**config.mk**
```make
export PLATFORM = sky130hd
export DESIGN_NAME = fxp_pow_unit_flat
export DESIGN_NICKNAME = d
export VERILOG_FILES = /design/src/rtl/fxp_pow_unit_if.sv /design/src/rtl/fxp_pow_unit.sv /design/src/flat_wrapper.sv
export SDC_FILE = /design/constraint.sdc
export NUM_CORES = 1
export LEC_CHECK = 0
export BUFFER_PORTS_ARGS = -buffer_cell sky130_fd_sc_hd__buf_2
export CAP_MARGIN = 20
export CORE_MARGIN = 8
export CORE_UTILIZATION = 60
export DETAILED_ROUTE_END_ITERATION = 10
export GPL_TIMING_DRIVEN = 0
export HOLD_SLACK_MARGIN = 0.02
export PLACE_DENSITY = 0.89
export SYNTH_ARGS = -nofsm -noshare
export SYNTH_HDL_FRONTEND = slang
export SYNTH_SLANG_ARGS = --single-unit
```
**constraint.sdc**
```tcl
create_clock -name clk -period 7.2 [get_ports clk]
set_input_delay 0.72 -clock clk [delete_from_list [all_inputs] [get_ports clk]]
set_output_delay 0.72 -clock clk [all_outputs]
set_load 0.02 [all_outputs]
```
**src/rtl/fxp_pow_unit_if.sv**
```systemverilog
// Operand/result handshake bundle for fxp_pow_unit.
// master drives operands and consumes results; slave is the power unit.
interface fxp_pow_unit_if #(
  parameter int unsigned DATA_W = 16,
  parameter int unsigned OUT_W  = 32,
  parameter int unsigned EXP_W  = 4
);
  logic signed [DATA_W-1:0] in_data;
  logic        [EXP_W-1:0]  in_exp;
  logic                     in_valid;
  logic                     in_ready;
  logic signed [OUT_W-1:0]  out_data;
  logic                     out_sat;
  logic                     out_valid;
  logic                     out_ready;

  modport master (
    output in_data, in_exp, in_valid, out_ready,
    input  in_ready, out_data, out_sat, out_valid
  );

  modport slave (
    input  in_data, in_exp, in_valid, out_ready,
    output in_ready, out_data, out_sat, out_valid
  );
endinterface

```
**src/rtl/fxp_pow_unit.sv**
```systemverilog
// Fixed-point x^e by repeated rounded multiply, one multiply per cycle,
// with sticky saturation and ready/valid on both sides.
module fxp_pow_unit #(
  parameter int unsigned DATA_W = 16,
  parameter int unsigned Q      = 15,
  parameter int unsigned OUT_W  = 32,
  parameter int unsigned EXP_W  = 4
) (
  input logic           clk,
  input logic           rst,
  fxp_pow_unit_if.slave bus
);
  localparam int unsigned PW    = OUT_W + DATA_W;
  localparam int unsigned RndSh = (Q > 0) ? Q - 1 : 0;
  localparam logic signed [PW-1:0] Rnd = (Q > 0) ? (PW'(1) << RndSh) : '0;
  localparam logic signed [PW-1:0] RMax = {{(PW-OUT_W+1){1'b0}}, {(OUT_W-1){1'b1}}};
  localparam logic signed [PW-1:0] RMin = {{(PW-OUT_W+1){1'b1}}, {(OUT_W-1){1'b0}}};
  localparam logic signed [OUT_W-1:0] AccMax = {1'b0, {(OUT_W-1){1'b1}}};
  localparam logic signed [OUT_W-1:0] AccMin = {1'b1, {(OUT_W-1){1'b0}}};
  localparam logic signed [OUT_W-1:0] One    = OUT_W'(1) << Q;

  typedef enum logic [1:0] {StIdle, StMul, StDone} state_e;

  state_e                   state_q, state_d;
  logic signed [DATA_W-1:0] x_q, x_d;
  logic signed [OUT_W-1:0]  acc_q, acc_d;
  logic                     sat_q, sat_d;
  logic        [EXP_W-1:0]  cnt_q, cnt_d;
  logic signed [OUT_W-1:0]  out_data_q, out_data_d;
  logic                     out_sat_q, out_sat_d;

  logic signed [PW-1:0] prod;
  logic signed [PW-1:0] rnd;

  // Full-width product cannot overflow PW bits, so the rounding add is safe.
  assign prod = PW'(acc_q) * PW'(x_q);
  assign rnd  = (prod + Rnd) >>> Q;

  always_comb begin
    state_d    = state_q;
    x_d        = x_q;
    acc_d      = acc_q;
    sat_d      = sat_q;
    cnt_d      = cnt_q;
    out_data_d = out_data_q;
    out_sat_d  = out_sat_q;

    unique case (state_q)
      StIdle: begin
        if (bus.in_valid) begin
          x_d   = bus.in_data;
          sat_d = 1'b0;
          cnt_d = bus.in_exp - EXP_W'(1);
          if (bus.in_exp == '0) begin
            acc_d   = One;
            state_d = StDone;
          end else begin
            acc_d   = OUT_W'(bus.in_data);
            state_d = (bus.in_exp == EXP_W'(1)) ? StDone : StMul;
          end
        end
      end
      StMul: begin
        if (rnd > RMax) begin
          acc_d = AccMax;
          sat_d = 1'b1;
        end else if (rnd < RMin) begin
          acc_d = AccMin;
          sat_d = 1'b1;
        end else begin
          acc_d = rnd[OUT_W-1:0];
        end
        cnt_d = cnt_q - EXP_W'(1);
        if (cnt_q == EXP_W'(1)) state_d = StDone;
      end
      StDone: begin
        if (bus.out_ready) state_d = StIdle;
      end
      default: state_d = StIdle;
    endcase

    // Result registers only change on entry to DONE so they persist past the handshake.
    if (state_q != StDone && state_d == StDone) begin
      out_data_d = acc_d;
      out_sat_d  = sat_d;
    end
  end

  always_ff @(posedge clk) begin
    if (rst) begin
      state_q    <= StIdle;
      x_q        <= '0;
      acc_q      <= '0;
      sat_q      <= 1'b0;
      cnt_q      <= '0;
      out_data_q <= '0;
      out_sat_q  <= 1'b0;
    end else begin
      state_q    <= state_d;
      x_q        <= x_d;
      acc_q      <= acc_d;
      sat_q      <= sat_d;
      cnt_q      <= cnt_d;
      out_data_q <= out_data_d;
      out_sat_q  <= out_sat_d;
    end
  end

  assign bus.in_ready  = (state_q == StIdle) && !rst;
  assign bus.out_valid = (state_q == StDone);
  assign bus.out_data  = out_data_q;
  assign bus.out_sat   = out_sat_q;
endmodule

```
**src/flat_wrapper.sv**
```systemverilog
// flat-port wrapper written by rule: the top's interface ports become plain ports
module fxp_pow_unit_flat 
#(
  parameter int unsigned DATA_W = 16,
  parameter int unsigned Q      = 15,
  parameter int unsigned OUT_W  = 32,
  parameter int unsigned EXP_W  = 4
)
  (clk, rst, bus_in_data, bus_in_exp, bus_in_valid, bus_out_ready, bus_in_ready, bus_out_data, bus_out_sat, bus_out_valid);
  fxp_pow_unit_if #(.DATA_W(DATA_W), .OUT_W(OUT_W), .EXP_W(EXP_W)) bus_i ();
  input logic clk;
  input logic rst;
  input wire logic [$bits(bus_i.in_data)-1:0] bus_in_data;
  input wire logic [$bits(bus_i.in_exp)-1:0] bus_in_exp;
  input wire logic [$bits(bus_i.in_valid)-1:0] bus_in_valid;
  input wire logic [$bits(bus_i.out_ready)-1:0] bus_out_ready;
  output wire logic [$bits(bus_i.in_ready)-1:0] bus_in_ready;
  output wire logic [$bits(bus_i.out_data)-1:0] bus_out_data;
  output wire logic [$bits(bus_i.out_sat)-1:0] bus_out_sat;
  output wire logic [$bits(bus_i.out_valid)-1:0] bus_out_valid;
  assign bus_i.in_data = bus_in_data;
  assign bus_i.in_exp = bus_in_exp;
  assign bus_i.in_valid = bus_in_valid;
  assign bus_i.out_ready = bus_out_ready;
  assign bus_in_ready = bus_i.in_ready;
  assign bus_out_data = bus_i.out_data;
  assign bus_out_sat = bus_i.out_sat;
  assign bus_out_valid = bus_i.out_valid;
  fxp_pow_unit #(.DATA_W(DATA_W), .Q(Q), .OUT_W(OUT_W), .EXP_W(EXP_W)) u_core (.clk(clk), .rst(rst), .bus(bus_i));
endmodule
```
==> results_dict.tcl <==
set metrics [dict create \
    slowest_delay_ns 0.67 \
    core-area_um2 35400 \
    seqCellArea_um2 1900 \
    fin_cells 3048 \
    clock_path_buffers 2 \
    viasPerCell 6.21 \
    wl_per_cell_um 23.4 \
    p_sw_uw 3520 \
    regToRegSetupSlack_ns -0.12 \
    fin_nets 3198 \
    period_minus_slack_ns 7.32 \
    synth_top_area_share 0.453 \
    grt_pass1_wl_um 108000 \
    crit_required_ns 7.44 \
    path_common_cell "fa_1" \
    comb_power_share 0.789 \
    dieHeight_um 205 \
    fin_skew_ns 0.00790 \
    worst_r2r_path_depth 24 \
    leakage_uw 0.0119 \
    r2r-end "u_core.bus.out_data[7]" \
    cts_made_buffers 9 \
    design.die.area_um2 42100 \
    ant_nets 0 \
    cts_tree "built" \
    ys_seq_area_frac 0.0821 \
    dp_hpwl_um 52700 \
    gp_congestion 0.985 \
    synth-seq-cells 88 \
    arrival_ns 7.56 \
    clockPowerShare 0.069 \
    numPortBuffers 56 \
    synth_top_cell_by_area "fa_1" \
    swShare 0.555 \
    setup_slack_ns -0.122 \
    synth_area_leaders "fa_1 (45%), inv_1 (9.7%), dfxtp_1 (8.2%)" \
    dr.pass1.iters 8 \
    fillCellCount 2438 \
    postSynthCellCount 2442 \
    seqPwrFrac 0.142 \
    syn_area_um2 21500 \
    status "finished, violations left" \
    cellPowerDensity_nw_per_um2 261 \
    cap_violations 0 \
    final-hold-violation-count 0 \
    async_flop_share 0 \
    rsz0062_at_grt "true" \
    avgSynthCellArea_um2 8.79 \
    crit_start "u_core.x_q[13]" \
    clkLatencyLatePin_ns 0.35 \
    utilization 0.687 \
    synth_ff_type "dfxtp_1" \
    area_growth_pct 13.3 \
    htree_levels 3 \
    placed_cells 2959 \
    vias 18900 \
    start_kind "register" \
    drcViolationCount 0 \
    slew_headroom 0.477 \
    worst_slew_pin_slew_ns 0.782 \
    grt_util_all_layers 0.334 \
    multi_input_area_um2 17500 \
    synth_edf_count 0 \
    yosys_warnings 0 \
    cp_cell_sequence "clkbuf_2, and2_1, fa_1, fa_1, fa_1, fa_1, fa_1, inv_1, fa_2, inv_2, ha_4, nand4_2, or3_4, or3_4, o211ai_4, buf_6, nor3_4, a211oi_4, buf_4, nor2_4, nor2_8, buf_4, nand2b_1, a311oi_1" \
    cts.sinks 88 \
    drive_gt1_frac 0.155 \
    first_global_vias 20200 \
    finalSetupViolations 25 \
    cellInternalPower_uw 2820 \
    ioPinCount 59 \
    r2r_start "u_core.x_q[13]" \
    cp_slowest_cell "fa_2" \
    worstPathMaxFanout 10 \
    finalCritPeriodShare 1.02 \
    crit_type "reg -> reg" \
    crit_path_end "u_core.bus.out_data[7]" \
    vdd_ir_drop_max_mv 0.369 \
    max_freq_ghz 0.137 \
    drv_slew 0 \
    clk_pin_slew_ns 0.07 \
    cts_hold_buf 0 \
    yosysUniqueCellTypes 83 \
    grt_remaining_overflow 0 \
    min_path_type "reg -> reg" \
    worst_hold_slack_ns 0.498 \
    route.final.wire_length_um 71400 \
    start_util 0.607 \
    crit_path_end_kind "register" \
    rows 69 \
    die_w_um 205 \
    grt_max_degree 16 \
    antenna_found_initial 3 \
    synthesis.nets 3066 \
    cts-root-buf "clkbuf_16" \
    violations "negative setup slack" \
    drt_iter0_drc 2435 \
]
## synth_stat cells, types with 3 or more instances
cell type	number
or3_1	4
inv_1	554
buf_6	7
a221oi_1	3
a31oi_1	5
clkbuf_1	104
a221o_1	4
nor2_1	115
a21oi_2	7
a21oi_1	90
a221o_2	7
a211oi_1	28
a21o_1	10
o211a_1	5
ha_1	114
clkbuf_8	4
dfxtp_1	88
nand2b_1	10
and3_1	5
nor4_1	3
a211oi_2	13
o21ai_0	48
xnor2_1	22
or2_2	4
nor3_1	14
xor2_1	13
and2_1	203
o211ai_1	5
o21bai_1	4
nand3_1	6
and2b_2	3
o21a_1	11
nand4_1	10
fa_1	486
nor2b_1	9
o311a_1	3
nand2_1	364
## metrics by stage
step	cell area [um^2]	power, uW	TNS, ns	worst slack [ns]
floorplan	21500	3520	0	0.346
global placement	22300	4670	-64.97	-1.22
detailed placement	22300	4790	-75.74	-1.39
CTS	23800	5760	-0.0000386	-0.0000386
global route	24300	6670	-6.08	-0.222
finish	24300	6340	-0.931	-0.122
## sequential cells by signal (all words and copies together) (netlist names)
| signal | cells |
|---|---|
| u_core.x_q | 16 |
| u_core.bus.out_sat | 1 |
| u_core.cnt_q | 4 |
| u_core.sat_q | 1 |
| u_core.acc_q | 32 |
| u_core.bus.out_data | 32 |
| u_core.state_q | 2 |
## power by group through the flow
stage	logic (uW)	registers, uW	clock network (uW)
after floorplan	2830	695	0
after global placement	3840	836	0
after detailed placement	3950	844	0
after CTS	4480	849	427
after global routing	5330	885	453
final	5000	899	437
## critical path, delay by kind of cell, from the launching register on
kind,cells,cell delay (ns)
adder cells (fa/ha/maj),7,3.34
AND/OR/NAND/NOR,8,1.61
buffers and inverters,6,0.96
AO/OA/AOI/OAI,3,0.81
flip-flops,1,0.45
## how the worst min path moves through the flow
stage,startpoint,endpoint,slack [ns],cells after the start
after global routing,u_core.sat_q,u_core.sat_q,0.53,2
after CTS,u_core.sat_q,u_core.sat_q,0.50,2
after floorplan,u_core.sat_q,u_core.sat_q,0.44,2
after global placement,u_core.sat_q,u_core.sat_q,0.47,2
final,u_core.bus.out_data[25],u_core.bus.out_data[25],0.50,2
after detailed placement,u_core.sat_q,u_core.sat_q,0.48,2
## layout by cell type, fill, tap and decap left out, types with 26 or more instances in the layout
cell,netlist,layout
fa_1,486,477
buf_4,2,73
ha_1,114,103
nand2_1,364,360
buf_2,2,60
a21oi_1,90,86
inv_1,554,544
and2_1,203,201
dfxtp_1,88,45
nor2_1,115,114
dfxtp_4,0,32
clkbuf_1,104,26
o21ai_0,48,45
## cell families (layout without fill, tap and decap cells)
logic type	after synthesis	after routing	synth area share
flip-flops	88	88	0.0821
XOR/XNOR	36	36	0.0155
AND/OR/NAND/NOR	768	768	0.171
other	0	8	0
buffers and inverters	677	814	0.123
adder cells (fa/ha/maj)	601	601	0.520
AO/OA/AOI/OAI	272	272	0.0885
## per-layer routing
layer  wire length (um)  track usage
met5                 13            0
met4               6840        0.223
met3               9480       0.0963
met2              32600        0.542
met1              22500        0.382
## layout make-up
cell class / count / share of cell area
clock buffer: 9 / 0.00926
tap: 461 / 0.0237
multi-input combinational: 1677 / 0.720
inverter: 555 / 0.0859
timing repair buffer: 129 / 0.0356
sequential: 88 / 0.0779
buffer: 114 / 0.0454
clock inverter: 7 / 0.00196
antenna: 8 / 0.000823
## repair_timing
action	in CTS	in global routing
gates resized for setup	275	102
setup endpoints to repair	66	60
pin swaps	23	30
gates cloned	0	2
setup buffers	44	28
No activity file was read; power rests on OpenSTA's default activity.
